$ cat src/rtl/store_pkg.sv
// Shared encodings and helpers for the store data path.
package store_pkg;

    localparam int unsigned DATA_W = 32;
    localparam int unsigned BE_W   = 4;

    // Size codes match the load path encoding.
    localparam logic [2:0] SEL_SB = 3'b001;
    localparam logic [2:0] SEL_SH = 3'b010;
    localparam logic [2:0] SEL_SW = 3'b011;

    typedef enum logic [2:0] {
        IDLE,
        BEAT0,
        BEAT1,
        DONE,
        ERR
    } st_e;

    // Unaligned byte mask for a size code; all zeros marks an illegal code.
    function automatic logic [BE_W-1:0] size_mask(input logic [2:0] sel);
        case (sel)
            SEL_SB:  return 4'b0001;
            SEL_SH:  return 4'b0011;
            SEL_SW:  return 4'b1111;
            default: return 4'b0000;
        endcase
    endfunction

endpackage

$ cat src/rtl/store_lane_align.sv
// Steers sized store data onto a two-word lane window and builds byte enables.
module store_lane_align
    import store_pkg::*;
(
    input  logic [1:0]        off,
    input  logic [2:0]        sel,
    input  logic [DATA_W-1:0] data,
    output logic [63:0]       wide64,
    output logic [7:0]        be8,
    output logic              legal,
    output logic              crosses
);

    logic [DATA_W-1:0] sized;
    logic [BE_W-1:0]   mask;

    always_comb begin
        mask = size_mask(sel);
        case (sel)
            SEL_SB:  sized = {24'b0, data[7:0]};
            SEL_SH:  sized = {16'b0, data[15:0]};
            default: sized = data;
        endcase
        wide64  = {32'b0, sized} << {off, 3'b000};
        be8     = {4'b0, mask} << off;
        legal   = |mask;
        crosses = |be8[7:4];
    end

endmodule

$ cat src/rtl/store_data_aligner.sv
// Store request to one or two word-aligned memory write beats with byte enables.
module store_data_aligner
    import store_pkg::*;
#(
    parameter bit          ALLOW_MISALIGNED = 1'b1,
    parameter int unsigned ADDR_W           = 32
) (
    input  logic              clk,
    input  logic              rst_n,
    input  logic              req_valid,
    output logic              req_ready,
    input  logic [ADDR_W-1:0] req_addr,
    input  logic [31:0]       req_data,
    input  logic [2:0]        selection_input,
    output logic              mem_valid,
    input  logic              mem_ready,
    output logic [ADDR_W-1:0] mem_addr,
    output logic [31:0]       mem_wdata,
    output logic [3:0]        mem_be,
    output logic              done,
    output logic              err
);

    st_e               state, state_nxt;
    logic [63:0]       wide64;
    logic [7:0]        be8;
    logic              legal, crosses;
    logic              accept, reject;
    logic [DATA_W-1:0] hi_data, hi_data_d;
    logic [BE_W-1:0]   hi_be, hi_be_d;
    logic              mem_valid_d, done_d, err_d;
    logic [ADDR_W-1:0] mem_addr_d;
    logic [DATA_W-1:0] mem_wdata_d;
    logic [BE_W-1:0]   mem_be_d;

    store_lane_align u_lane (
        .off     (req_addr[1:0]),
        .sel     (selection_input),
        .data    (req_data),
        .wide64  (wide64),
        .be8     (be8),
        .legal   (legal),
        .crosses (crosses)
    );

    assign req_ready = (state == IDLE);
    assign accept    = req_valid && req_ready;
    assign reject    = !legal || (!ALLOW_MISALIGNED && crosses);

    always_ff @(posedge clk or negedge rst_n) begin
        if (!rst_n) state <= IDLE;
        else        state <= state_nxt;
    end

    always_comb begin
        state_nxt = state;
        case (state)
            IDLE:    if (accept) state_nxt = reject ? ERR : BEAT0;
            BEAT0:   if (mem_ready) state_nxt = (|hi_be) ? BEAT1 : DONE;
            BEAT1:   if (mem_ready) state_nxt = DONE;
            DONE:    state_nxt = IDLE;
            ERR:     state_nxt = IDLE;
            default: state_nxt = IDLE;
        endcase
    end

    // Next values for the registered outputs; beat fields hold unless a transfer advances.
    always_comb begin
        mem_valid_d = mem_valid;
        mem_addr_d  = mem_addr;
        mem_wdata_d = mem_wdata;
        mem_be_d    = mem_be;
        hi_data_d   = hi_data;
        hi_be_d     = hi_be;
        done_d      = 1'b0;
        err_d       = 1'b0;
        case (state)
            IDLE: begin
                if (accept) begin
                    if (reject) begin
                        err_d = 1'b1;
                    end else begin
                        mem_valid_d = 1'b1;
                        mem_addr_d  = {req_addr[ADDR_W-1:2], 2'b00};
                        mem_wdata_d = wide64[31:0];
                        mem_be_d    = be8[3:0];
                        hi_data_d   = wide64[63:32];
                        hi_be_d     = be8[7:4];
                    end
                end
            end
            BEAT0: begin
                if (mem_ready) begin
                    if (|hi_be) begin
                        mem_addr_d  = mem_addr + ADDR_W'(4);
                        mem_wdata_d = hi_data;
                        mem_be_d    = hi_be;
                    end else begin
                        mem_valid_d = 1'b0;
                        done_d      = 1'b1;
                    end
                end
            end
            BEAT1: begin
                if (mem_ready) begin
                    mem_valid_d = 1'b0;
                    done_d      = 1'b1;
                end
            end
            default: ;
        endcase
    end

    always_ff @(posedge clk or negedge rst_n) begin
        if (!rst_n) begin
            mem_valid <= 1'b0;
            mem_addr  <= '0;
            mem_wdata <= '0;
            mem_be    <= '0;
            hi_data   <= '0;
            hi_be     <= '0;
            done      <= 1'b0;
            err       <= 1'b0;
        end else begin
            mem_valid <= mem_valid_d;
            mem_addr  <= mem_addr_d;
            mem_wdata <= mem_wdata_d;
            mem_be    <= mem_be_d;
            hi_data   <= hi_data_d;
            hi_be     <= hi_be_d;
            done      <= done_d;
            err       <= err_d;
        end
    end

endmodule

$ cat config.mk
export PLATFORM = sky130hd
export DESIGN_NAME = store_data_aligner
export DESIGN_NICKNAME = d
export VERILOG_FILES = /design/src/rtl/store_pkg.sv /design/src/rtl/store_lane_align.sv /design/src/rtl/store_data_aligner.sv
export SDC_FILE = /design/constraint.sdc
export NUM_CORES = 1
export LEC_CHECK = 0
export ABC_AREA = 1
export CAP_MARGIN = 10
export CORE_ASPECT_RATIO = 0.8
export CORE_MARGIN = 2
export CORE_UTILIZATION = 35
export CTS_BUF_LIST = sky130_fd_sc_hd__clkbuf_4 sky130_fd_sc_hd__clkbuf_8
export CTS_CLUSTER_DIAMETER = 80
export CTS_CLUSTER_SIZE = 28
export DETAILED_ROUTE_END_ITERATION = 10
export GPL_TIMING_DRIVEN = 0
export SLEW_MARGIN = 20
export SYNTH_ARGS = -nofsm -noshare
export SYNTH_HDL_FRONTEND = slang
export SYNTH_SLANG_ARGS = --single-unit
$ cat constraint.sdc
create_clock -name clk -period 1.5 [get_ports clk]
set_input_delay 0.225 -clock clk [delete_from_list [all_inputs] [get_ports clk]]
set_output_delay 0.225 -clock clk [all_outputs]
set_load 0.02 [all_outputs]
Word level (Yosys, flattened, before mapping) --
Cells that the tools add are included.
Operators by class: multipliers 0, reduce and logical (&&, ||, !) cells 10, $add $sub $neg 1, eq/ne operators 11, shifts and indexed selects 2, magnitude comparators 0, bitwise operators 0, muxes and demuxes 36, div/mod/pow operators 0
Operator list (number):
- 32-bit 2-to-1 mux | 8
- 32-bit one-hot mux with 2 select lines | 3
- 32-bit by 5-bit left shift with 64-bit output | 1
- 32-bit by 3-bit adder with 32-bit output (second input constant) | 1
- 4-bit 2-to-1 mux | 4
- 1-bit 2-to-1 mux | 12
- 3-bit 2-to-1 mux | 4
- 4-bit one-hot mux with 3 select lines | 1
- 3-bit by 2-bit equality test with 1-bit output (second input constant) | 3
- 3-bit one-hot mux with 3 select lines | 1
- 2-bit != test (second input constant) | 4
- 4-bit one-hot mux with 2 select lines | 1
- 4-bit OR reduction | 2
- 4-bit by 2-bit left shift with 8-bit output | 1
- 3-bit by 1-bit equality test with 1-bit output (second input constant) | 2
- 3-bit AND reduction | 2
- 6-bit AND reduction | 1
- 5-bit AND reduction | 1
- 2-bit by 1-bit != test with 1-bit output (second input constant) | 2
- 3-bit zero test | 1
- 1-bit one-hot mux with 3 select lines | 1
- 3-bit nonzero test | 1
- 1-bit one-hot mux with 2 select lines | 1
- 2-bit nonzero test | 1
- 1-bit logical AND | 1
Word-level totals: RAM bits 0, bits in registers 110, bits in latches 0, output and inout bits 72, bits in read-only memories 0, memories kept 0

Depth between registers and ports, before layout --
depth after elaboration 6, gate-level depth with buffers 11

By module --
A second synthesis with hierarchy kept.
Second synthesis, totals: cell total of the unflattened synthesis 1080, area, all modules 6904.1 um2
Modules (own cells, without submodules):
- store_data_aligner | cells an instance 830, times used 1, area an instance 5744.3 um2
- store_lane_align | cells an instance 250, times used 1, area an instance 1159.9 um2

Worst setup path before layout --
No wires, ideal clock.
kind register -> register, start reg mem_addr[3], end reg mem_addr[20], data required time 1.382 ns, stages on the path, launching flop included 9, arrival 1.585 ns, path buffers 0, library setup time 0.118 ns, setup slack -0.203 ns, cells stage by stage dfrtp_1 -> ha_1 -> nand2_1 -> nor2_1 -> nand2_1 -> nor2_1 -> nand3_1 -> o21bai_1 -> nor2_1
Between the ends: word-level cells in the longest chain between the ends 4
Ends and longest elaborated chain:
- start, declared | line store_data_aligner.sv:17 | output logic [ADDR_W-1:0] mem_addr,
- start signal, assigned | line store_data_aligner.sv:126 | mem_addr <= mem_addr_d;
- 32-bit by 3-bit adder with 32-bit output | line store_data_aligner.sv:95 | mem_addr_d = mem_addr + ADDR_W'(4);
- 32-bit 2-to-1 mux | line store_data_aligner.sv:94 | if (|hi_be) begin
- 32-bit 2-to-1 mux | line store_data_aligner.sv:93 | if (mem_ready) begin
- 32-bit one-hot mux with 2 select lines | line store_data_aligner.sv:77 | case (state)
Every way passes these cells. The select of a mux whose other input is x is not followed. A chain may end at the register's enable or synchronous reset.

Worst setup path in the final report --
start reg mem_addr[10], end reg mem_addr[20]
Same word-level chain as after synthesis.

==> run summary <==
Status - complete, but fails checks
Failing checks - negative setup slack
Tcrit/Tclk final - 1.16
DIE HEIGHT - 120 um
GR Overflow Total - 0
Max clock buf depth - 2
Worst Skew - 0.00632 ns
Worst skew pair latency - 0.39 ns
Utilization after layout - 0.571
CTS tree - done
Min-delay worst type - primary input to async pin
Die ar. - 0.0178 mm^2
CP Capture Type - flop
1st-pass router iterations - 5
DR iter-0 viols - 716
Synth cell types - 34
Routed vias/inst - 5.29
Max_cap viols - 0
Clk root buf - clkbuf_8
Starting Density - 0.356
Number of global-route vias before repair - 6516
Final Wtd Congestion - 0.961
Nets - 1128
DP HPWL - 16.5 mm
Initial antenna violation count - 0
Crit-path max cell delay - 0.45 ns
Reg clk slew, reported paths - 0.10 ns
R2R setup slack - -0.24 ns
Post-synth EDFFs - 0
Critical Path RT - 1.78 ns
Pre-CTS setup slack - -0.761 ns
Power Dens Cells - 2060 mW/mm^2
# port buffers - 139
Leak pwr - 4.48 nW
Dominant synthesized flop cell - dfrtp_1
Total wire length - 24.4 mm
Fin. Hold Viols - 0
H-tree depth - 3
Routed length per instance - 19.1 um
Ports - 143
Largest net degree at the start of global routing - 62
Fillers - 1561
ANT cells - 0
Type of the worst setup path - flop to flop
DRC - 0
Rows - 42
Final setup fails - 99
RSZ-0062 raised after global routing - true
PnR worst setup slack - -0.239 ns
Layout cells sized above 1 - 0.262
Wire length of the first global-routing pass - 37.4 mm
Clk sinks - 99
Routed via count - 6765
Hold Slack - 0.298 ns
Total CTS buffers - 9
Fmax - 0.575 GHz
Area grow syn2layout - 60.3%
Slew HR - 0.553
Worst-path fanout max - 5
CP startpoint kind - flop
Sequential element share of the synthesized area - 0.423
Cells along the critical path - nand2_1 > nor2_2 > inv_1 > nor2_4 > nand3_1 > o21bai_1 > nor2_1
Syn avg cell area - 6.89 um^2
Core Footprint - 0.0164 mm^2
Final min period - 1.74 ns
Async S/R FF share, synth - 1.00
Worst Tran Pin Value - 0.670 ns
YS warnings - 0
Mapped cell area - 0.00586 mm^2
Gate Count Post-Synth - 851
Pins Over Slew Limit - 0
CP max stage cell - dfrtp_2
Final ANT Viol Nets - 0
Worst vdd ir - 0.915 mV
Data arrival time of the worst path - 2.02 ns
Die X - 149 um
GRT Util Overall - 0.279
#FFs+latches synth - 99
==> sequential cells by signal (all words and copies together) (netlist names) <==
| signal | count |
|---|---|
| mem_valid | 1 |
| done | 1 |
| state | 3 |
| hi_data | 24 |
| mem_wdata | 32 |
| mem_be | 4 |
| err | 1 |
| hi_be | 3 |
| mem_addr | 30 |
==> through the flow <==
| stage | cell area (um^2) | TNS (ns) | total power [mW] | instances |
|---|---|---|---|---|
| CTS | 9150 | -11.93 | 18.8 | 1279 |
| finish | 9390 | -10.91 | 19.4 | 1280 |
| global route | 9390 | -17.94 | 20.5 | 1280 |
| global placement | 7570 | -419.82 | 13.2 | 1211 |
| floorplan | 5900 | -0.0200 | 9.50 | 852 |
| detailed placement | 7600 | -55.88 | 13.2 | 1212 |
==> cell families (layout without fill, tap and decap cells) <==
logic type	after synthesis	count (layout)	synth area share
AND/OR/NAND/NOR	493	493	0.345
AO/OA/AOI/OAI	154	154	0.148
flip-flops	99	99	0.423
buffers and inverters	95	303	0.0698
XOR/XNOR	8	8	0.0120
adder cells (fa/ha/maj)	1	1	0.00214
other	1	2	0.000640
==> synth_stat cells, types with 5 or more instances <==
cell type	instances	area, um^2
nand3_1	63	315
o21ai_0	72	360
a21oi_1	46	230
a22o_1	8	70.1
inv_1	49	184
o211ai_1	17	128
dfrtp_1	99	2480
buf_2	12	60.1
xor2_1	5	43.8
nor2_1	111	417
or2_2	5	31.3
nand3b_1	8	60.1
nand2_1	293	1100
clkbuf_1	20	75.1
==> final timing paths <==
check | start | endpoint | depth (start not counted)
max | mem_addr[10] | mem_addr[20] | 7
min | rst_n | hi_data[4] | 2
max reg2reg | mem_addr[10] | mem_addr[20] | 7
min reg2reg | mem_valid | mem_valid | 2
max in group asynchronous | rst_n | mem_addr[5] | 3
min in group clk | req_addr[10] | mem_addr[10] | 3
==> worst max-delay path: cells and delay by family (launching register included) <==
| kind | cells | cell delay [ns] |
|---|---|---|
| buf+inv | 1 | 0.11 |
| flops | 1 | 0.45 |
| simple gates | 5 | 0.86 |
| compound gates | 1 | 0.21 |
==> layer usage <==
metal  GRT usage  wire, um  vias to the layer above
met5           0         0                        -
met4      0.0655       277                        0
met3      0.0612      2270                       19
met2       0.404     10700                      346
met1       0.424     11200                     3225
li1            -         -                     3175
==> timing repair <==
item                                   in CTS  in global routing
gates cloned                               12                  1
endpoints found under the hold margin      38                  0
setup endpoints to repair                 166                108
setup buffers                              39                  6
hold buffers                                1                  0
resized for setup                         345                 95
pin swaps                                  42                 23
==> area by class of cell <==
class | count | area (um^2) | area share
repair buffers | 194 | 2030 | 0.216
flip-flops and latches | 99 | 2500 | 0.266
multi-input cells | 658 | 3740 | 0.398
inverters | 55 | 236 | 0.0252
clock inverters | 3 | 46.3 | 0.00493
clock buffers | 12 | 165 | 0.0176
plain buffers | 38 | 402 | 0.0428
repair inverters | 1 | 7.51 | 0.000799
well taps | 220 | 275 | 0.0293
==> power by group <==
part / internal, mW / switching (mW) / total, mW
Sequential: 3.93 / 1.34 / 5.27
Clock: 0.903 / 1.01 / 1.92
Combinational: 5.51 / 6.70 / 12.2
==> placed cells by master, fill, tap and decap left out, types with 31 or more instances in the layout <==
master	n
o21ai_1	31
clkdlybuf4s50_1	67
dlygate4sd2_1	70
nor2_1	86
nand2_1	237
nand3_1	45
buf_4	31
inv_1	43
dfrtp_1	83
No activity file was read; power rests on OpenSTA's default activity.
